<file path="config.mk">
export PLATFORM = sky130hd
export DESIGN_NAME = dram_arbiter
export DESIGN_NICKNAME = d
export VERILOG_FILES = /design/src/rtl/dram_arbiter.sv
export SDC_FILE = /design/constraint.sdc
export NUM_CORES = 1
export LEC_CHECK = 0
export BUFFER_PORTS_ARGS = -buffer_cell sky130_fd_sc_hd__buf_2
export CORE_AREA = 2 2 111 113
export CTS_CLUSTER_DIAMETER = 40
export CTS_CLUSTER_SIZE = 10
export DETAILED_ROUTE_END_ITERATION = 8
export DIE_AREA = 0 0 113 115
export SYNTH_ARGS = -nofsm -noshare
export SYNTH_HDL_FRONTEND = slang
export SYNTH_SLANG_ARGS = --single-unit
</file>
<file path="constraint.sdc">
create_clock -name clk_i -period 1.9 [get_ports clk_i]
set_input_delay 0 -clock clk_i [delete_from_list [all_inputs] [get_ports clk_i]]
set_output_delay 0 -clock clk_i [all_outputs]
set_load 0.01 [all_outputs]
</file>
<file path="src/rtl/dram_arbiter.sv">
// rtl/dram_arbiter.sv - round-robin arbiter sharing the 1RW data SRAM between core and Wishbone
module dram_arbiter #(
  parameter int ADDR_W = 8
) (
  input  logic              clk_i,
  input  logic              rstn_i,
  input  logic              core_req_i,
  input  logic              core_we_i,
  input  logic [3:0]        core_be_i,
  input  logic [31:0]       core_addr_i,
  input  logic [31:0]       core_wdata_i,
  output logic              core_gnt_o,
  output logic              core_rvalid_o,
  output logic [31:0]       core_rdata_o,
  input  logic              wbs_cyc_i,
  input  logic              wbs_stb_i,
  input  logic              wbs_we_i,
  input  logic [3:0]        wbs_sel_i,
  input  logic [31:0]       wbs_adr_i,
  input  logic [31:0]       wbs_dat_i,
  output logic              wbs_ack_o,
  output logic [31:0]       wbs_dat_o,
  output logic              sram_csb0_o,
  output logic              sram_web0_o,
  output logic [3:0]        sram_wmask0_o,
  output logic [ADDR_W-1:0] sram_addr0_o,
  output logic [31:0]       sram_din0_o,
  input  logic [31:0]       sram_dout0_i
);

  logic ready;
  logic rr_ptr;      // 0: core has priority, 1: Wishbone has priority
  logic core_pend;
  logic core_is_wr;
  logic wb_pend;
  logic wb_is_wr;

  logic core_elig;
  logic wb_elig;
  logic core_win;
  logic wb_win;

  // wb_pend masks the strobe that Wishbone keeps asserted through its ack cycle
  assign core_elig = core_req_i & ready;
  assign wb_elig   = wbs_cyc_i & wbs_stb_i & ready & ~wb_pend;
  assign core_win  = core_elig & (~wb_elig | ~rr_ptr);
  assign wb_win    = wb_elig & (~core_elig | rr_ptr);

  assign core_gnt_o    = core_win;
  assign core_rvalid_o = core_pend;
  assign core_rdata_o  = (core_pend & ~core_is_wr) ? sram_dout0_i : 32'd0;
  assign wbs_ack_o     = wb_pend;
  assign wbs_dat_o     = (wb_pend & ~wb_is_wr) ? sram_dout0_i : 32'd0;

  // Drive the SRAM port from whichever requester won this cycle
  always_comb begin
    sram_csb0_o   = 1'b1;
    sram_web0_o   = 1'b1;
    sram_wmask0_o = 4'b0000;
    sram_addr0_o  = '0;
    sram_din0_o   = 32'd0;
    if (core_win) begin
      sram_csb0_o   = 1'b0;
      sram_web0_o   = ~core_we_i;
      sram_wmask0_o = core_we_i ? core_be_i : 4'b0000;
      sram_addr0_o  = core_addr_i[ADDR_W+1:2];
      sram_din0_o   = core_wdata_i;
    end else if (wb_win) begin
      sram_csb0_o   = 1'b0;
      sram_web0_o   = ~wbs_we_i;
      sram_wmask0_o = wbs_we_i ? wbs_sel_i : 4'b0000;
      sram_addr0_o  = wbs_adr_i[ADDR_W+1:2];
      sram_din0_o   = wbs_dat_i;
    end
  end

  // Track readiness, round-robin pointer and the single-cycle completions of each port
  always_ff @(posedge clk_i or negedge rstn_i) begin
    if (!rstn_i) begin
      ready      <= 1'b0;
      rr_ptr     <= 1'b0;
      core_pend  <= 1'b0;
      core_is_wr <= 1'b0;
      wb_pend    <= 1'b0;
      wb_is_wr   <= 1'b0;
    end else begin
      ready     <= 1'b1;
      core_pend <= core_win;
      wb_pend   <= wb_win;
      if (core_win) begin
        rr_ptr     <= 1'b1;
        core_is_wr <= core_we_i;
      end else if (wb_win) begin
        rr_ptr   <= 1'b0;
        wb_is_wr <= wbs_we_i;
      end
    end
  end

endmodule

</file>
==> metrics, run 1 <==
CP arrival=1.77 ns; Placement Setup Slack=0.263 ns; crit-path max FO=26; layout filler cell count=1,322; post-synthesis cell count=146; vias in the first global route=1,648; unique cell type count in the Yosys netlist=21; Crit Path Category=reg2out; largest net degree at the start of global routing=44; GRT Overall Usage=7.46%; Final HPWL DP=4920 um; clock-pin transition on the worst setup and hold timing paths=0.03 ns; Overall Power=0.987 mW; die area=13,000 um2; # port buffers=239; TritonRoute pass-1 iters=6; CTS H-tree lvls=1; placed inst area=2510 um2; syn_area_per_cell=8.02 um2; Initial Utilization=9.92%; Fmax=567 MHz; TritonCTS Buffers=3; GPL Wtd Cong=0.731; startpoint types=flop; Inserted Diodes=0; grt total ovfl=0; DIE HEIGHT=115 um; r2r worst-path depth=4; GRT Max-Usage Layer=met2; status=complete, but fails checks; CORE AREA=11,800 um2; first-pass GRT wire length=7820 um; Synth top area share=34.2%; detailed router's first-iteration violation count=86; wire length per cell=10.9 um; Die X=113 um; met3 Use GR=1.21%; final setup vio count=0; Internal=0.680 mW; Period minus WS final=1.77 ns; remaining routing DRC violations=16; Clk Latency, worst-skew pair=0.23 ns; Root Buffer=clkbuf_16; Syn-to-layout area delta=124%; via count=1,984; sequential fraction of design power=16.1%; Sw Ratio=31.1%; I/O Pins=288; Yosys warning count=0; CTS tree=done; initial antenna violation count=0; clk sinks=6; hold path cells=2; cts repair resizes=0; count of final hold-check violations=0; nets=559; Clock Tree Buf Depth=2; VDD IR max=0.000153 V; Comb power frac=50.0%; unrepaired setup endpoints after global routing=false; Setup TNS=0 ns; Pleak=1.64 nW; Clk pwr share=33.9%; final wirelength=5770 um; Final Worst Setup Slack=0.135 ns; crit end category=primary output; # rows=40; routed vias/inst=3.75; sequential share of the synthesized area=12.8%; grt met2 use=14.5%; failing checks=design-rule violations; required time worst endpoint=1.90 ns; post-route cell area=2630 um2; HP Class=in2reg; Syn Nets=321; Routed Antenna Nets=0; layout cells sized above 1=67.0%; Max Slew Vio Count=0; met1 usage=8.35%; Clock Skew=0.0000607 ns; Mapped Area=1170 um2; Yosys top cell by area=and2_1; NetSw=0.307 mW; main area contributors after synthesis=and2_1 (34%), a22o_1 (30%), dfrtp_1 (13%), buf_6 (4.8%), a32o_1 (3.4%); P per Cell Area=376 nW/um2; Final Cycle Share=92.9%; post-layout util=22.2%; register bit total from synthesis=6; max-cap viol count=0
==> sequential cells by signal, indices dropped and copies added (netlist names) <==
name,cells
wbs_ack_o,1
core_rvalid_o,1
ready,1
core_is_wr,1
wb_is_wr,1
rr_ptr,1
==> worst max-delay path, cell delays in order, from the launching register on <==
cell	delay (ns)
dfrtp_1	0.38
and3b_1	0.36
and3_4	0.29
buf_12	0.17
a22o_1	0.18
buf_2	0.14
==> cells by family after synthesis <==
logic type / after synthesis / synth area share (%)
AND/OR/NAND/NOR: 70 / 37.8
AO/OA/AOI/OAI: 50 / 37.6
buffers and inverters: 17 / 9.19
flip-flops: 6 / 12.8
multiplexers: 2 / 2.24
other: 1 / 0.320
==> through the flow <==
stage	hold slack, ns	cells
6_report	0.0353	529
5_1_grt	0.0543	529
2_1_floorplan	-0.296	146
4_1_cts	0.0401	525
3_3_place_gp	-0.170	521
3_5_place_dp	-0.164	521
==> power groups by stage <==
stage               clock, mW  sequential [mW]  combinational [mW]
floorplan                   0            0.158               0.230
global placement            0            0.160               0.489
detailed placement          0            0.160               0.491
CTS                     0.340            0.159               0.494
global route            0.352            0.161               0.540
finish                  0.335            0.159               0.493
==> placed cells by master, fill, tap and decap left out, drive strengths merged, types with 2 or more instances in the layout <==
cell / count
a21oi: 3
a22o: 40
a32o: 4
and2: 64
buf: 248
clkbuf: 3
dfrtp: 6
mux2: 2
nor2b: 2
==> layout make-up <==
class                      count  area (um2)  area share (%)
clock buffer                   3        75.1            2.86
inverter                       1        3.75           0.143
multi-input combinational    123         913            34.8
sequential                     6         150            5.72
tap                          147         184            7.01
timing repair buffer         249        1300            49.5
==> metal layers <==
layer	routed length, um	share of wire [%]
met3	532	9.2
met4	59	1.0
met5	0	0
met1	2230	39
met2	2950	51
==> Yosys cell counts, drive strengths merged <==
| cell type | n |
|---|---|
| o21ai | 1 |
| nand2b | 1 |
| mux2 | 2 |
| a32o | 4 |
| a211oi | 1 |
| dfrtp | 6 |
| buf | 10 |
| and2 | 64 |
| a21oi | 3 |
| nand2 | 1 |
| inv | 1 |
| nor2b | 2 |
| and3b | 1 |
| and3 | 1 |
| conb | 1 |
| a22o | 40 |
| clkbuf | 6 |
| a31oi | 1 |
==> worst paths after layout <==
| check | endpoint | from | slack [ns] |
|---|---|---|---|
| setup / recovery | sram_din0_o[6] | wbs_ack_o$_DFF_PN0_ | 0.13 |
| hold / removal | core_is_wr$_DFFE_PN0P_ | core_we_i | 0.04 |
| setup reg to reg | wb_is_wr$_DFFE_PN0P_ | wbs_ack_o$_DFF_PN0_ | 0.35 |
| hold reg to reg | core_is_wr$_DFFE_PN0P_ | core_is_wr$_DFFE_PN0P_ | 0.51 |
| max in group asynchronous | core_rvalid_o$_DFF_PN0_ | rstn_i | 1.62 |
| min in group asynchronous | ready$_DFF_PN0_ | rstn_i | 0.13 |
==> repair_timing <==
action,CTS,global route
hold buffers,1,0
endpoints found under the hold margin,6,0
endpoints found under the setup margin,0,34
buffers inserted,0,4
Note: power is estimated with default switching activity, not from simulation.
==> inputs of run 2 (changes only) <==
Settings changed: ABC_AREA set to 1.
==> run 2 against run 1 <==
The run still ends with design-rule violations left. Clock power is 2% higher. Via count is 24% higher. Sequential cell count unchanged. Critical path depth is 3 higher. Synthesized cell count grew 100%. Sequential power about the same. Non-clock buffer count is 5 lower. Fmax increased by 7.3%. Worst setup slack improved by 0.12 ns. Utilization increased by 1.4 points. Total power increased by 3.6%. Final cell count rose by 26%. Largest power group unchanged.
==> metrics, run 2 <==
most frequent cells in the layout=buf_2 (239), nand2_1 (98), nor2_1 (66) (was buf_2 (239), and2_1 (64), a22o_1 (40)); Clock Skew=0.000881 ns (was 0.0000607 ns); Routed Antenna Nets=0 (unchanged); Overall Power=1.02 mW (was 0.987 mW); hold_buf cts=1 (unchanged); post-layout util=23.6% (was 22.2%); unique cell type count in the Yosys netlist=18 (was 21); leading cell type in the layout, fill and taps excluded=buf_2 (unchanged); sequential fraction of design power=15.4% (was 16.1%); nets=698 (was 559); Clk pwr share=33.6% (was 33.9%); P per Cell Area=366 nW/um2 (was 376 nW/um2); Final HPWL DP=5520 um (was 4920 um); I/O Pins=288 (unchanged); NetSw=0.373 mW (was 0.307 mW); crit end category=primary output (unchanged); Post-synth top flop=dfrtp_1 (unchanged); Clk Latency, worst-skew pair=0.23 ns (about the same); final wirelength=6790 um (was 5770 um); hold path cells=3 (was 2); Synth top area share=26.0% (was 34.2%); Clock Tree Buf Depth=2 (unchanged); layout filler cell count=1,375 (was 1,322); HP Class=in2reg (unchanged); DIE HEIGHT=115 um (unchanged); required time worst endpoint=1.90 ns (about the same); failing checks=design-rule violations (unchanged); Yosys top cell by area=nand2_1 (was and2_1); Final Cycle Share=86.6% (was 92.9%); TritonRoute pass-1 iters=6 (unchanged); Internal=0.649 mW (was 0.680 mW); vias in the first global route=2,007 (was 1,648); Period minus WS final=1.64 ns (was 1.77 ns); count leader, synth=nand2_1 (was and2_1); remaining routing DRC violations=13 (was 16); Fmax=608 MHz (was 567 MHz); synth cell count leaders=nand2_1 (98), nor2_1 (66), nand3_1 (48) (was and2_1 (64), a22o_1 (40), clkbuf_1 (6), dfrtp_1 (6)); VDD IR max=0.000227 V (was 0.000153 V); startpoint types=flop (unchanged); Yosys warning count=0 (unchanged); Syn Nets=470 (was 321); postcts setup bufs=0 (unchanged); CORE AREA=11,800 um2 (unchanged); Mapped Area=1410 um2 (was 1170 um2); main area contributors after synthesis=nand2_1 (26%), nor2_1 (18%), nand3_1 (17%), inv_1 (12%), dfrtp_1 (11%) (was and2_1 (34%), a22o_1 (30%), dfrtp_1 (13%), buf_6 (4.8%), a32o_1 (3.4%)); EDFF count, synth=0 (unchanged); placed inst area=2710 um2 (was 2510 um2); syn_area_per_cell=4.79 um2 (was 8.02 um2); layout cells sized above 1=48.4% (was 67.0%); Syn-to-layout area delta=97.3% (was 124%); Initial Utilization=12.0% (was 9.92%); Sw Ratio=36.5% (was 31.1%); detailed router's first-iteration violation count=122 (was 86); crit-path max FO=41 (was 26); wire length per cell=10.2 um (was 10.9 um); # rows=40 (unchanged); sequential share of the synthesized area=10.6% (was 12.8%); Die X=113 um (unchanged); GRT Overall Usage=9.18% (was 7.46%); post-synthesis cell count=295 (was 146); routed vias/inst=3.69 (was 3.75); Max Slew Vio Count=0 (unchanged); grt total ovfl=0 (unchanged); via count=2,468 (was 1,984); max-cap viol count=0 (unchanged); cts repair resizes=0 (unchanged); Root Buffer=clkbuf_16 (unchanged); largest net degree at the start of global routing=49 (was 44); register bit total from synthesis=6 (unchanged); Setup TNS=0 ns (unchanged); Comb power frac=51.0% (was 50.0%); TritonCTS Buffers=3 (unchanged); Inserted Diodes=0 (unchanged); Crit Path Category=reg2out (unchanged); CTS H-tree lvls=1 (unchanged); # port buffers=239 (unchanged); post-route cell area=2790 um2 (was 2630 um2); CTS tree=done (unchanged); clock-pin transition on the worst setup and hold timing paths=0.03 ns (about the same); GPL Wtd Cong=0.738 (was 0.731); Hold WS=0.0976 ns (was 0.0353 ns); status=complete, but fails checks (unchanged); die area=13,000 um2 (unchanged); CP arrival=1.64 ns (was 1.77 ns); final setup vio count=0 (unchanged); asr flop ratio synth=100% (unchanged); unrepaired setup endpoints after global routing=false (unchanged); Pleak=2.07 nW (was 1.64 nW); initial antenna violation count=0 (unchanged); count of final hold-check violations=0 (unchanged); first-pass GRT wire length=9760 um (was 7820 um); r2r worst-path depth=5 (was 4); clk sinks=6 (unchanged)
==> run 2: changes by cell type in the layout (fill, tap and decap cells not counted), sizes merged, moves of 5 or more <==
cell	delta
a22o	-40
nand3	+49
nor2	+67
inv	+44
and2	-64
buf	-5
nand2	+99
==> run 2: logic make-up after synthesis <==
group / Yosys count / synth area share (%)
flip-flops: 6 / 10.6
AND/OR/NAND/NOR: 221 / 66.1
AO/OA/AOI/OAI: 1 / 0.354
buffers and inverters: 66 / 22.7
other: 1 / 0.265
==> run 2: stage by stage <==
stage | cells | setup WS [ns]
global route | 668 | 0.0917
global placement | 664 | 0.479
detailed placement | 664 | 0.460
finish | 668 | 0.255
CTS | 668 | 0.216
floorplan | 295 | 0.794
==> run 2: path summary, 6_finish.rpt <==
| kind | from | endpoint | slack (ns) |
|---|---|---|---|
| worst max-delay path | wbs_ack_o$_DFF_PN0_ | sram_din0_o[14] | 0.26 |
| worst min-delay path | wbs_we_i | wb_is_wr$_DFFE_PN0P_ | 0.1 |
| worst max register to register | wbs_ack_o$_DFF_PN0_ | wbs_ack_o$_DFF_PN0_ | 0.68 |
| worst min register to register | wb_is_wr$_DFFE_PN0P_ | wb_is_wr$_DFFE_PN0P_ | 0.47 |
| max in group asynchronous | rstn_i | ready$_DFF_PN0_ | 1.63 |
| min in group asynchronous | rstn_i | wbs_ack_o$_DFF_PN0_ | 0.13 |
==> run 2: power groups by stage <==
stage / clock (mW) / sequential, mW / combinational, mW
finish: 0.343 / 0.158 / 0.521
global placement: 0 / 0.159 / 0.526
global route: 0.353 / 0.160 / 0.584
CTS: 0.351 / 0.158 / 0.530
floorplan: 0 / 0.156 / 0.264
detailed placement: 0 / 0.160 / 0.526
==> run 2: layout make-up <==
cell class / count / area (um2) / area share (%)
repair buffers: 244 / 1260 / 45.2
multi-input cells: 223 / 948 / 34.0
well taps: 147 / 184 / 6.59
inverters: 45 / 171 / 6.14
flip-flops and latches: 6 / 150 / 5.38
clock buffers: 3 / 75.1 / 2.69
==> run 2: critical path, stage by stage, from the launching register on <==
cell and delay (ns):
dfrtp_1 0.38, inv_1 0.08, nand2_2 0.08, nor2_8 0.15, nand2_4 0.07, inv_4 0.29
nand2_1 0.09, nand2_1 0.09, buf_2 0.14
==> run 2: routing by layer <==
layer | up-vias | GRT usage, % | wire length (um)
li1 | 1329 | - | -
met1 | 1019 | 11.8 | 2850
met2 | 115 | 16.3 | 3360
met3 | 5 | 0.843 | 510
met4 | 0 | 2.85 | 73
met5 | - | 0 | 0
==> inputs of run 3 (changes only) <==
Clock period 1.9 ns to 1.7 ns, I/O delays scaled along.
==> run 3 against run 2 <==
The flow still finishes with violations (design-rule violations). Largest cell class unchanged. Sequential share of layout area is 0.081 points lower. Worst setup slack worse by 0.096 ns. Combinational power is 14% higher. Routed wire length is 0.27% higher. Total power is 12% higher. Hold slack worse by 0.0085 ns. Die area stayed put. Clock skew is 0.0011 ns higher. Utilization is 0.36 points higher. Final area is 1.5% higher. Critical endpoint unchanged. Via count is 1.1% higher. Sequential cell count stayed put.
==> metrics, run 3 (synthesized netlist as in run 2, its figures left out) <==
crit-path cells=inv_1 -> nand2_2 -> nor2_8 -> nand2_4 -> inv_6 -> nand2_1 -> nand2_1 -> buf_2 (was inv_1 -> nand2_2 -> nor2_8 -> nand2_4 -> inv_4 -> nand2_1 -> nand2_1 -> buf_2); # port buffers=239 (unchanged); required time worst endpoint=1.70 ns (was 1.90 ns); Max Slew Vio Count=0 (unchanged); Initial Utilization=12.0% (unchanged); r2r worst-path depth=6 (was 5); status=complete, but fails checks (unchanged); CTS H-tree lvls=1 (unchanged); startpoint types=flop (unchanged); final setup vio count=0 (unchanged); Clk pwr share=32.7% (was 33.6%); Non-Filler Instances=673 (was 668); R2R Setup Slk=0.51 ns (was 0.68 ns); clock-pin transition on the worst setup and hold timing paths=0.03 ns (about the same); Clk Latency, worst-skew pair=0.23 ns (about the same); Period minus WS final=1.54 ns; HP Class=in2reg (unchanged); Fmax=649 MHz; vias in the first global route=2,027 (was 2,007); unrepaired setup endpoints after global routing=false (unchanged); detailed router's first-iteration violation count=120 (was 122); worst r2r src=ready$_DFF_PN0_ (was wbs_ack_o$_DFF_PN0_); remaining routing DRC violations=26 (was 13); nets=702 (was 698); final wirelength=6810 um (was 6790 um); count of final hold-check violations=0 (unchanged); DIE HEIGHT=115 um (unchanged); sequential fraction of design power=15.7% (was 15.4%); crit-path max FO=41 (unchanged); most frequent cells in the layout=buf_2 (239), nand2_1 (98), nor2_1 (66) (unchanged); Overall Power=1.15 mW (was 1.02 mW); via count=2,496 (was 2,468); Setup TNS=0 ns (unchanged); CP arrival=1.54 ns (was 1.64 ns); Clock Tree Buf Depth=2 (unchanged); Routed Antenna Nets=0 (unchanged); TritonCTS Buffers=3 (unchanged); routed vias/inst=3.71 (was 3.69); NetSw=0.415 mW (was 0.373 mW); crit end category=primary output (unchanged); layout filler cell count=1,390 (was 1,375); hold path cells=3 (unchanged); P per Cell Area=405 nW/um2 (was 366 nW/um2); Final Cycle Share=90.6%; GRT Overall Usage=8.97% (was 9.18%); CORE AREA=11,800 um2 (unchanged); I/O Pins=288 (unchanged); GPL Wtd Cong=0.747 (was 0.738); Pleak=2.08 nW (was 2.07 nW); Clock Skew=0.00196 ns (was 0.000881 ns); largest net degree at the start of global routing=42 (was 49); R2R Path End=core_is_wr$_DFFE_PN0P_ (was wbs_ack_o$_DFF_PN0_); Internal=0.732 mW (was 0.649 mW); Comb power frac=51.6% (was 51.0%); first-pass GRT wire length=9590 um (was 9760 um); post-layout util=24.0% (was 23.6%); Most common cell on crit path=nand2_1 (unchanged); clk sinks=6 (unchanged); Die X=113 um (unchanged); wire length per cell=10.1 um (was 10.2 um); grt total ovfl=0 (unchanged); initial antenna violation count=0 (unchanged); die area=13,000 um2 (unchanged); TritonRoute pass-1 iters=6 (unchanged); max-cap viol count=0 (unchanged); layout cells sized above 1=48.8% (was 48.4%); VDD IR max=0.000258 V (was 0.000227 V); CTS tree=done (unchanged); min-delay src=core_we_i (was wbs_we_i); # rows=40 (unchanged); Crit Path Category=reg2out (unchanged); Worst path slowest cell=dfrtp_1 (unchanged); Root Buffer=clkbuf_16 (unchanged); Final HPWL DP=5560 um (was 5520 um); failing checks=design-rule violations (unchanged); post-placement cell count=666 (was 664); leading cell type in the layout, fill and taps excluded=buf_2 (unchanged); Sw Ratio=36.2% (was 36.5%); max incr delay on CP=0.38 ns (about the same); worst hold endpoint=core_is_wr$_DFFE_PN0P_ (was wb_is_wr$_DFFE_PN0P_); Syn-to-layout area delta=100% (was 97.3%)
==> run 3: cell types whose count changed in the layout (fill, tap and decap cells not counted), sizes merged <==
cell   delta
buf       +4
diode     +1
==> run 3: through the flow <==
step	hold slack [ns]	instance area (um2)	worst slack (ns)
3_5_place_dp	-0.167	2720	0.248
3_3_place_gp	-0.168	2720	0.247
5_1_grt	0.113	2830	0.00103
6_report	0.0892	2830	0.159
2_1_floorplan	-0.296	1410	0.594
4_1_cts	0.101	2810	0.00341
==> run 3: worst max-delay path, delay by kind of cell (launching register included) <==
family        cells  cell delay (ns)
flops             1             0.38
buf+inv           3             0.44
simple gates      5             0.47
==> run 3: routing by layer <==
| metal | part of all wire, % | up-vias | GRT usage [%] |
|---|---|---|---|
| met2 | 49 | 104 | 15.2 |
| met4 | 0.53 | 0 | 2.44 |
| met3 | 6.7 | 2 | 0.685 |
| met1 | 44 | 1049 | 12.3 |
| li1 | - | 1341 | - |
| met5 | 0 | - | 0 |
==> run 3: worst max path at each step <==
stage,from,to,slack [ns],cells after the start
final,wbs_ack_o$_DFF_PN0_,sram_din0_o[14],0.16,8
after global routing,wbs_ack_o$_DFF_PN0_,sram_din0_o[1],0.001,8
after CTS,ready$_DFF_PN0_,sram_wmask0_o[1],0.003,7
after detailed placement,ready$_DFF_PN0_,sram_wmask0_o[1],0.25,7
after global placement,ready$_DFF_PN0_,sram_addr0_o[2],0.25,7
after floorplan,wbs_ack_o$_DFF_PN0_,wbs_dat_o[10],0.59,5
==> run 3: layout make-up <==
type / instances / area, um2 / share of cell area, %
diodes: 1 / 2.50 / 0.0883
clock buffers: 3 / 75.1 / 2.65
inverters: 45 / 174 / 6.14
multi-input cells: 223 / 956 / 33.7
flip-flops and latches: 6 / 150 / 5.30
well taps: 147 / 184 / 6.49
repair buffers: 248 / 1290 / 45.6
==> run 3: timing repair <==
item                       4_1_cts  5_1_grt
hold endpoints to repair         6        0
setup buffers                    0        2
hold buffers                     1        0
setup endpoints to repair        0       46
resized for setup                0        2
==> run 3: power groups by stage <==
stage	Sequential (mW)	Combinational (mW)	Clock (mW)
floorplan	0.175	0.295	0
global placement	0.179	0.590	0
detailed placement	0.179	0.591	0
CTS	0.177	0.595	0.383
global route	0.182	0.664	0.392
finish	0.180	0.592	0.376
